==> config.mk <==
export PLATFORM = sky130hd
export DESIGN_NAME = onehot_rr_arbiter_flat
export DESIGN_NICKNAME = d
export VERILOG_FILES = /design/src/rtl/onehot_rr_arbiter_if.sv /design/src/rtl/onehot_rr_arbiter.sv /design/src/flat_wrapper.sv
export SDC_FILE = /design/constraint.sdc
export NUM_CORES = 1
export LEC_CHECK = 0
export CAP_MARGIN = 20
export CORE_MARGIN = 10
export CORE_UTILIZATION = 50
export CTS_CLUSTER_SIZE = 10
export DETAILED_ROUTE_END_ITERATION = 12
export PLACE_DENSITY_LB_ADDON = 0.25
export SLEW_MARGIN = 40
export SYNTH_ARGS = -nofsm -noshare
export SYNTH_HDL_FRONTEND = slang
export SYNTH_SLANG_ARGS = --single-unit
==> constraint.sdc <==
create_clock -name sys_clk -period 3.7 [get_ports sys_clk]
set_clock_uncertainty 0.1 [all_clocks]
set_input_delay 0.74 -clock sys_clk [delete_from_list [all_inputs] [get_ports sys_clk]]
set_output_delay 0.74 -clock sys_clk [all_outputs]
set_load 0.005 [all_outputs]
==> src/rtl/onehot_rr_arbiter_if.sv <==
// Request/grant bundle between the request sources and the round-robin arbiter.
// The master side drives requests and release; the slave side is the arbiter.
interface onehot_rr_arbiter_if;
  logic [7:0] req;
  logic       owner_release;
  logic [7:0] grant;
  logic [2:0] grant_idx;
  logic       grant_vld;
  logic       timeout;

  modport master (
    output req,
    output owner_release,
    input  grant,
    input  grant_idx,
    input  grant_vld,
    input  timeout
  );

  modport slave (
    input  req,
    input  owner_release,
    output grant,
    output grant_idx,
    output grant_vld,
    output timeout
  );
endinterface

==> src/rtl/onehot_rr_arbiter.sv <==
// Eight-way round-robin arbiter with a one-hot grant bus, a per-tenure hold
// limit and a programmable dead gap between tenures. Every output is registered.
// The owner's release line is called owner_release because "release" is a
// reserved word in SystemVerilog.
module onehot_rr_arbiter #(
  parameter int HOLD_MAX = 16,
  parameter int GAP_CYC  = 1
) (
  input  logic                 sys_clk,
  input  logic                 sys_rst_n,
  onehot_rr_arbiter_if.slave   bus
);

  typedef enum logic [1:0] {
    IDLE  = 2'd0,
    GRANT = 2'd1,
    GAP   = 2'd2
  } state_t;

  localparam logic [7:0] HOLD_LAST = 8'(HOLD_MAX - 1);
  localparam logic [7:0] GAP_LAST  = (GAP_CYC > 0) ? 8'(GAP_CYC - 1) : 8'd0;
  localparam logic       HAS_GAP   = (GAP_CYC > 0) ? 1'b1 : 1'b0;

  // First set request bit searching p, p+1, ..., 7, 0, ..., p-1.
  // Walking the offsets downwards lets the smallest offset win last.
  function automatic logic [2:0] rr_pick(input logic [7:0] r, input logic [2:0] p);
    logic [2:0] w;
    logic [2:0] c;
    w = 3'd0;
    for (int k = 7; k >= 0; k--) begin
      c = p + 3'(k);
      if (r[c]) begin
        w = c;
      end else begin
        w = w;
      end
    end
    return w;
  endfunction

  // Same one-hot code as the 3-to-8 decoder elsewhere in the datapath.
  function automatic logic [7:0] onehot8(input logic [2:0] idx);
    return 8'b0000_0001 << idx;
  endfunction

  state_t     state_r, state_nxt_s;
  logic [2:0] ptr_r, ptr_nxt_s;
  logic [7:0] hold_cnt_r, hold_nxt_s;
  logic [7:0] gap_cnt_r, gap_nxt_s;
  logic [2:0] grant_idx_r, idx_nxt_s;
  logic       grant_vld_r, vld_nxt_s;
  logic [7:0] grant_r, grant_nxt_s;
  logic       timeout_r, tmo_nxt_s;

  logic       any_req_s;
  logic       owner_req_s;
  logic       expiry_s;
  logic       tenure_end_s;
  logic       expiry_only_s;
  logic [2:0] winner_s;

  assign any_req_s     = |bus.req;
  assign owner_req_s   = bus.req[grant_idx_r];
  assign expiry_s      = (hold_cnt_r == HOLD_LAST);
  assign tenure_end_s  = (state_r == GRANT) &&
                         (bus.owner_release || !owner_req_s || expiry_s);
  // A timeout is only reported when nothing else would have ended the tenure.
  assign expiry_only_s = (state_r == GRANT) && expiry_s &&
                         !bus.owner_release && owner_req_s;
  assign winner_s      = rr_pick(bus.req, ptr_r);

  // State register.
  always_ff @(posedge sys_clk or negedge sys_rst_n) begin
    if (!sys_rst_n) begin
      state_r <= IDLE;
    end else begin
      state_r <= state_nxt_s;
    end
  end

  // Next-state selection: arbitrate, hold the tenure, then sit out the gap.
  always_comb begin
    state_nxt_s = state_r;
    case (state_r)
      IDLE: begin
        if (any_req_s) begin
          state_nxt_s = GRANT;
        end else begin
          state_nxt_s = IDLE;
        end
      end
      GRANT: begin
        if (tenure_end_s) begin
          if (HAS_GAP) begin
            state_nxt_s = GAP;
          end else begin
            state_nxt_s = IDLE;
          end
        end else begin
          state_nxt_s = GRANT;
        end
      end
      GAP: begin
        if (gap_cnt_r == GAP_LAST) begin
          state_nxt_s = IDLE;
        end else begin
          state_nxt_s = GAP;
        end
      end
      default: begin
        state_nxt_s = IDLE;
      end
    endcase
  end

  // Next values of the registered outputs, pointer and counters.
  always_comb begin
    idx_nxt_s  = grant_idx_r;
    vld_nxt_s  = grant_vld_r;
    tmo_nxt_s  = 1'b0;
    ptr_nxt_s  = ptr_r;
    hold_nxt_s = hold_cnt_r;
    gap_nxt_s  = gap_cnt_r;
    case (state_r)
      IDLE: begin
        if (any_req_s) begin
          idx_nxt_s  = winner_s;
          vld_nxt_s  = 1'b1;
          hold_nxt_s = 8'd0;
        end else begin
          idx_nxt_s  = 3'd0;
          vld_nxt_s  = 1'b0;
        end
      end
      GRANT: begin
        if (tenure_end_s) begin
          idx_nxt_s  = 3'd0;
          vld_nxt_s  = 1'b0;
          tmo_nxt_s  = expiry_only_s;
          ptr_nxt_s  = grant_idx_r + 3'd1;
          hold_nxt_s = 8'd0;
          gap_nxt_s  = 8'd0;
        end else if (expiry_s) begin
          hold_nxt_s = hold_cnt_r;
        end else begin
          hold_nxt_s = hold_cnt_r + 8'd1;
        end
      end
      GAP: begin
        if (gap_cnt_r == GAP_LAST) begin
          gap_nxt_s = 8'd0;
        end else begin
          gap_nxt_s = gap_cnt_r + 8'd1;
        end
      end
      default: begin
        idx_nxt_s  = 3'd0;
        vld_nxt_s  = 1'b0;
        ptr_nxt_s  = 3'd0;
        hold_nxt_s = 8'd0;
        gap_nxt_s  = 8'd0;
      end
    endcase
    if (vld_nxt_s) begin
      grant_nxt_s = onehot8(idx_nxt_s);
    end else begin
      grant_nxt_s = 8'h00;
    end
  end

  // Output, pointer and counter registers.
  always_ff @(posedge sys_clk or negedge sys_rst_n) begin
    if (!sys_rst_n) begin
      grant_idx_r <= 3'd0;
      grant_vld_r <= 1'b0;
      grant_r     <= 8'h00;
      timeout_r   <= 1'b0;
      ptr_r       <= 3'd0;
      hold_cnt_r  <= 8'd0;
      gap_cnt_r   <= 8'd0;
    end else begin
      grant_idx_r <= idx_nxt_s;
      grant_vld_r <= vld_nxt_s;
      grant_r     <= grant_nxt_s;
      timeout_r   <= tmo_nxt_s;
      ptr_r       <= ptr_nxt_s;
      hold_cnt_r  <= hold_nxt_s;
      gap_cnt_r   <= gap_nxt_s;
    end
  end

  assign bus.grant     = grant_r;
  assign bus.grant_idx = grant_idx_r;
  assign bus.grant_vld = grant_vld_r;
  assign bus.timeout   = timeout_r;

endmodule

==> src/flat_wrapper.sv <==
// flat-port wrapper written by rule: the top's interface ports become plain ports
module onehot_rr_arbiter_flat 
#(
  parameter int HOLD_MAX = 16,
  parameter int GAP_CYC  = 1
)
  (sys_clk, sys_rst_n, bus_req, bus_owner_release, bus_grant, bus_grant_idx, bus_grant_vld, bus_timeout);
  onehot_rr_arbiter_if bus_i ();
  input  logic sys_clk;
  input  logic sys_rst_n;
  input wire logic [$bits(bus_i.req)-1:0] bus_req;
  input wire logic [$bits(bus_i.owner_release)-1:0] bus_owner_release;
  output wire logic [$bits(bus_i.grant)-1:0] bus_grant;
  output wire logic [$bits(bus_i.grant_idx)-1:0] bus_grant_idx;
  output wire logic [$bits(bus_i.grant_vld)-1:0] bus_grant_vld;
  output wire logic [$bits(bus_i.timeout)-1:0] bus_timeout;
  assign bus_i.req = bus_req;
  assign bus_i.owner_release = bus_owner_release;
  assign bus_grant = bus_i.grant;
  assign bus_grant_idx = bus_i.grant_idx;
  assign bus_grant_vld = bus_i.grant_vld;
  assign bus_timeout = bus_i.timeout;
  onehot_rr_arbiter #(.HOLD_MAX(HOLD_MAX), .GAP_CYC(GAP_CYC)) u_core (.sys_clk(sys_clk), .sys_rst_n(sys_rst_n), .bus(bus_i));
endmodule
==> out/qor.txt <==
======================================================================================
GRT overflow ............................................................            0
Worst Setup End Kind ....................................................     register
Minimum period implied by the final worst setup slack ...................      3.26 ns
Post-synth EDFFs ........................................................            0
Total via count in the routed design ....................................         2181
Most numerous cell in the Yosys netlist ................................. sky130_fd_sc_hd__dfrtp_1
Synthesized area per cell ...............................................     9.48 µm²
Adder and majority cell fraction of the synthesized area ................        2.92%
Post-cts hold buffer count ..............................................            0
Max H-tree Level ........................................................            2
Total Wirelength ........................................................      6160 µm
Highest ir drop seen on vdd .............................................     0.575 mV
Portion of netlist area occupied by mux cells ...........................        20.2%
Routed len/inst .........................................................      17.1 µm
Worst-margin pin slew ...................................................     0.654 ns
DRC viols ...............................................................            0
Yosys synthesis warning count ...........................................            0
Post-synthesis share of cell area spent on and, or, nand and nor gates ..        19.0%
Slew headroom ...........................................................        56.4%
Num ports ...............................................................           24
Synthesized netlist net count ...........................................          288
Antenna Violating Nets Remaining ........................................            0
Count of inserted antenna diode cells ...................................            0
Port Buffers ............................................................           23
Weighted congestion reported at the end of routability-driven placement .        0.883
Summed negative setup slack over all endpoints ..........................         0 ns
Xor/xnor share of the synthesized area ..................................        2.68%
Yosys cell types ........................................................           52
CP max FO ...............................................................           25
Max cap viols ...........................................................            0
PD cells ................................................................   726 nW/µm²
Post-Route Utilization ..................................................        57.9%
Arrival time at the worst endpoint ......................................      3.34 ns
Static leakage ..........................................................      1.20 nW
Horizontal die dimension ................................................      91.7 µm
#FFs+latches synth ......................................................           34
RSZ-0062 raised after global routing ....................................        false
Tot GR Track Use ........................................................        14.8%
Syn Inst Count ..........................................................          271
Top cells by area, synth ................................................ sky130_fd_sc_hd__dfrtp_1 33%, sky130_fd_sc_hd__o21ai_0 6.0%, sky130_fd_sc_hd__mux4_2 5.3%
Signed area change from the synthesized netlist to the final layout .....        13.6%
Seq/Total Area, Yosys ...................................................        33.1%
Share of the synthesized area in the top cell type ......................        33.1%
Final standard cell area without fillers ................................     2920 µm²
First-pass iteration count of the detailed router .......................            5
TritonCTS clock tree ....................................................          yes
Predominant post-synthesis flop cell .................................... sky130_fd_sc_hd__dfrtp_1
Effective utilization at floorplan ......................................        50.9%
Type of the most critical hold path .....................................      reg2reg
Data required time of the worst path ....................................      3.78 ns
Share of the clock period used by the worst path after layout ...........        88.0%
Most common library cells after synthesis ............................... 34 x sky130_fd_sc_hd__dfrtp_1, 31 x sky130_fd_sc_hd__o21ai_0, 26 x sky130_fd_sc_hd__nand2_1, 15 x sky130_fd_sc_hd__nor2_1, 12 x sky130_fd_sc_hd__inv_1
HPWL after detailed placement ...........................................      4340 µm
Netlist area before placement ...........................................     2570 µm²
Cell Area, Placed .......................................................     2830 µm²
Share of final-layout standard cells stronger than drive strength 1 .....        13.1%
Launching element type of the critical path .............................     register
Number of max-slew violations in the final report .......................            0
Max Root-Sink Buffers ...................................................            2
Buffer count from post-CTS setup fixing .................................            0
Outcome ................................................................. finished, final reports clean
Compound-Gate Fraction of Synth Area ....................................        16.7%
Total Die Area ..........................................................     8400 µm²
Count of clock tree sinks ...............................................           34
Core Rows ...............................................................           26
Cell type contributing the most total cell area after synthesis ......... sky130_fd_sc_hd__dfrtp_1
Fill cell total of the finished layout ..................................          430
Buffer cell driving the clock tree root ................................. sky130_fd_sc_hd__clkbuf_8
Register clock-pin slew on the reported worst setup and hold paths ......      0.07 ns
Proportion of synthesized flip-flops having asynchronous set or reset ...         100%
Total CTS buffers .......................................................            5
Resized Gates After CTS .................................................            0
# nets final ............................................................          307
Maximum number of pins on one net before global-route repair ............           35
Ratio of routed vias to standard cells ..................................         6.04
Upper clock frequency limit .............................................      307 MHz
Endpoints failing setup .................................................            0
Vias in the first global route ..........................................         2054
Setup Crit Path Kind ....................................................      reg2reg
Core area ...............................................................     5040 µm²
Global-route wire length before repair ..................................     10600 µm
Skew-Pair Late Insertion Delay ..........................................      0.28 ns
Die Y-Extent ............................................................      91.7 µm
Iter 0 DRT Violations ...................................................          178
Dominant combinational cell family by area after synthesis .............. multiplexers
Initial antenna violation count .........................................            0
Number of failing hold endpoints at the final stage .....................            0
======================================================================================
[power by group]
part	switching [mW]	leakage [nW]	total, mW	internal [mW]
Sequential	0.0871	0.462	0.525	0.438
Clock	0.130	0.0482	0.280	0.150
Combinational	0.737	0.691	1.31	0.578
[sequential cells by signal, summed over array words and instances, names as in the netlist]
| signal | flops |
|---|---|
| u_core.hold_cnt_r | 8 |
| u_core.bus.timeout | 1 |
| u_core.bus.grant_idx | 3 |
| u_core.gap_cnt_r | 8 |
| u_core.ptr_r | 3 |
| u_core.bus.grant | 8 |
| u_core.bus.grant_vld | 1 |
| u_core.state_r | 2 |
[stage by stage]
step / hold slack (ns) / std cells / setup slack [ns] / total power [mW]
after global placement: 0.371 / 353 / 0.273 / 1.80
final: 0.392 / 361 / 0.444 / 2.12
after CTS: 0.394 / 361 / 0.472 / 2.12
after detailed placement: 0.378 / 353 / 0.231 / 1.82
after global routing: 0.416 / 361 / 0.164 / 2.30
after floorplan: 0.344 / 271 / 0.697 / 1.51
[path summary, 6_finish.rpt]
kind / startpoint / end / slack [ns] / cells after the start
worst max-delay path: u_core.ptr_r[1]$_DFFE_PN0P_ / u_core.bus.grant[1]$_DFF_PN0_ / 0.44 / 9
worst max register to register: u_core.ptr_r[1]$_DFFE_PN0P_ / u_core.bus.grant[1]$_DFF_PN0_ / 0.44 / 9
max in group asynchronous: sys_rst_n / u_core.gap_cnt_r[1]$_DFFE_PN0P_ / 2.44 / 2
worst min register to register: u_core.gap_cnt_r[7]$_DFFE_PN0P_ / u_core.gap_cnt_r[7]$_DFFE_PN0P_ / 0.39 / 1
min in group asynchronous: sys_rst_n / u_core.bus.grant[6]$_DFF_PN0_ / 0.76 / 2
worst min-delay path: u_core.gap_cnt_r[7]$_DFFE_PN0P_ / u_core.gap_cnt_r[7]$_DFFE_PN0P_ / 0.39 / 1
[layout make-up]
class / count / area [µm²] / share of cell area, %
Multi-Input combinational cell: 209 / 1580 / 54.1
Timing Repair Buffer: 27 / 260 / 8.92
Clock inverter: 1 / 5.00 / 0.171
Sequential cell: 34 / 851 / 29.1
Clock buffer: 7 / 86.3 / 2.96
Inverter: 13 / 48.8 / 1.67
Tap cell: 70 / 87.6 / 3.00
[layer usage]
metal  global-route usage, %  part of all wire [%]  vias to the layer above  routed length (µm)
li1                        -                     -                     1041                   -
met1                    20.1                    44                     1063                2730
met2                    24.5                    51                       69                3130
met3                    2.85                   4.3                        8                 265
met4                    2.09                  0.60                        0                  37
met5                       0                     0                        -                   0
[critical path: stages, from the launching register on]
cell                       delay, ns
sky130_fd_sc_hd__dfrtp_1        0.35
sky130_fd_sc_hd__buf_4          0.33
sky130_fd_sc_hd__ha_1           0.31
sky130_fd_sc_hd__xor2_2         0.36
sky130_fd_sc_hd__mux2i_1        0.14
sky130_fd_sc_hd__a221oi_1       0.58
sky130_fd_sc_hd__o21ai_1        0.16
sky130_fd_sc_hd__a311o_1        0.38
sky130_fd_sc_hd__o211ai_2       0.16
sky130_fd_sc_hd__nor3b_1        0.27
[logic make-up (layout without fill, tap and decap cells)]
kind of cell             after synthesis  in the layout
AO/OA/AOI/OAI                         69             69
XOR/XNOR                               7              7
adder cells (fa/ha/maj)                6              6
buffers and inverters                 28             48
flip-flops                            34             34
multiplexers                          35             35
AND/OR/NAND/NOR                       92             92
[placed cells by master (no fill, tap or decap), types with 4 or more instances in the layout]
cell type                          n
sky130_fd_sc_hd__o21ai_0          31
sky130_fd_sc_hd__nor3b_1           4
sky130_fd_sc_hd__mux4_2            6
sky130_fd_sc_hd__mux2i_1          11
sky130_fd_sc_hd__mux4_1            4
sky130_fd_sc_hd__a31oi_1           4
sky130_fd_sc_hd__nand3_1           8
sky130_fd_sc_hd__clkbuf_8          6
sky130_fd_sc_hd__nand2_1          26
sky130_fd_sc_hd__nor2_1           15
sky130_fd_sc_hd__and3_1            6
sky130_fd_sc_hd__o31ai_1           4
sky130_fd_sc_hd__a21oi_1          10
sky130_fd_sc_hd__nor2b_1           4
sky130_fd_sc_hd__buf_4             4
sky130_fd_sc_hd__nand2b_1         10
sky130_fd_sc_hd__nor3_1            6
sky130_fd_sc_hd__nand4_1           4
sky130_fd_sc_hd__mux2_2           10
sky130_fd_sc_hd__inv_1            12
sky130_fd_sc_hd__clkdlybuf4s50_1  23
sky130_fd_sc_hd__dfrtp_1          34
sky130_fd_sc_hd__nor4_1            4
sky130_fd_sc_hd__ha_1              6
(Power assumes the default switching activity.)
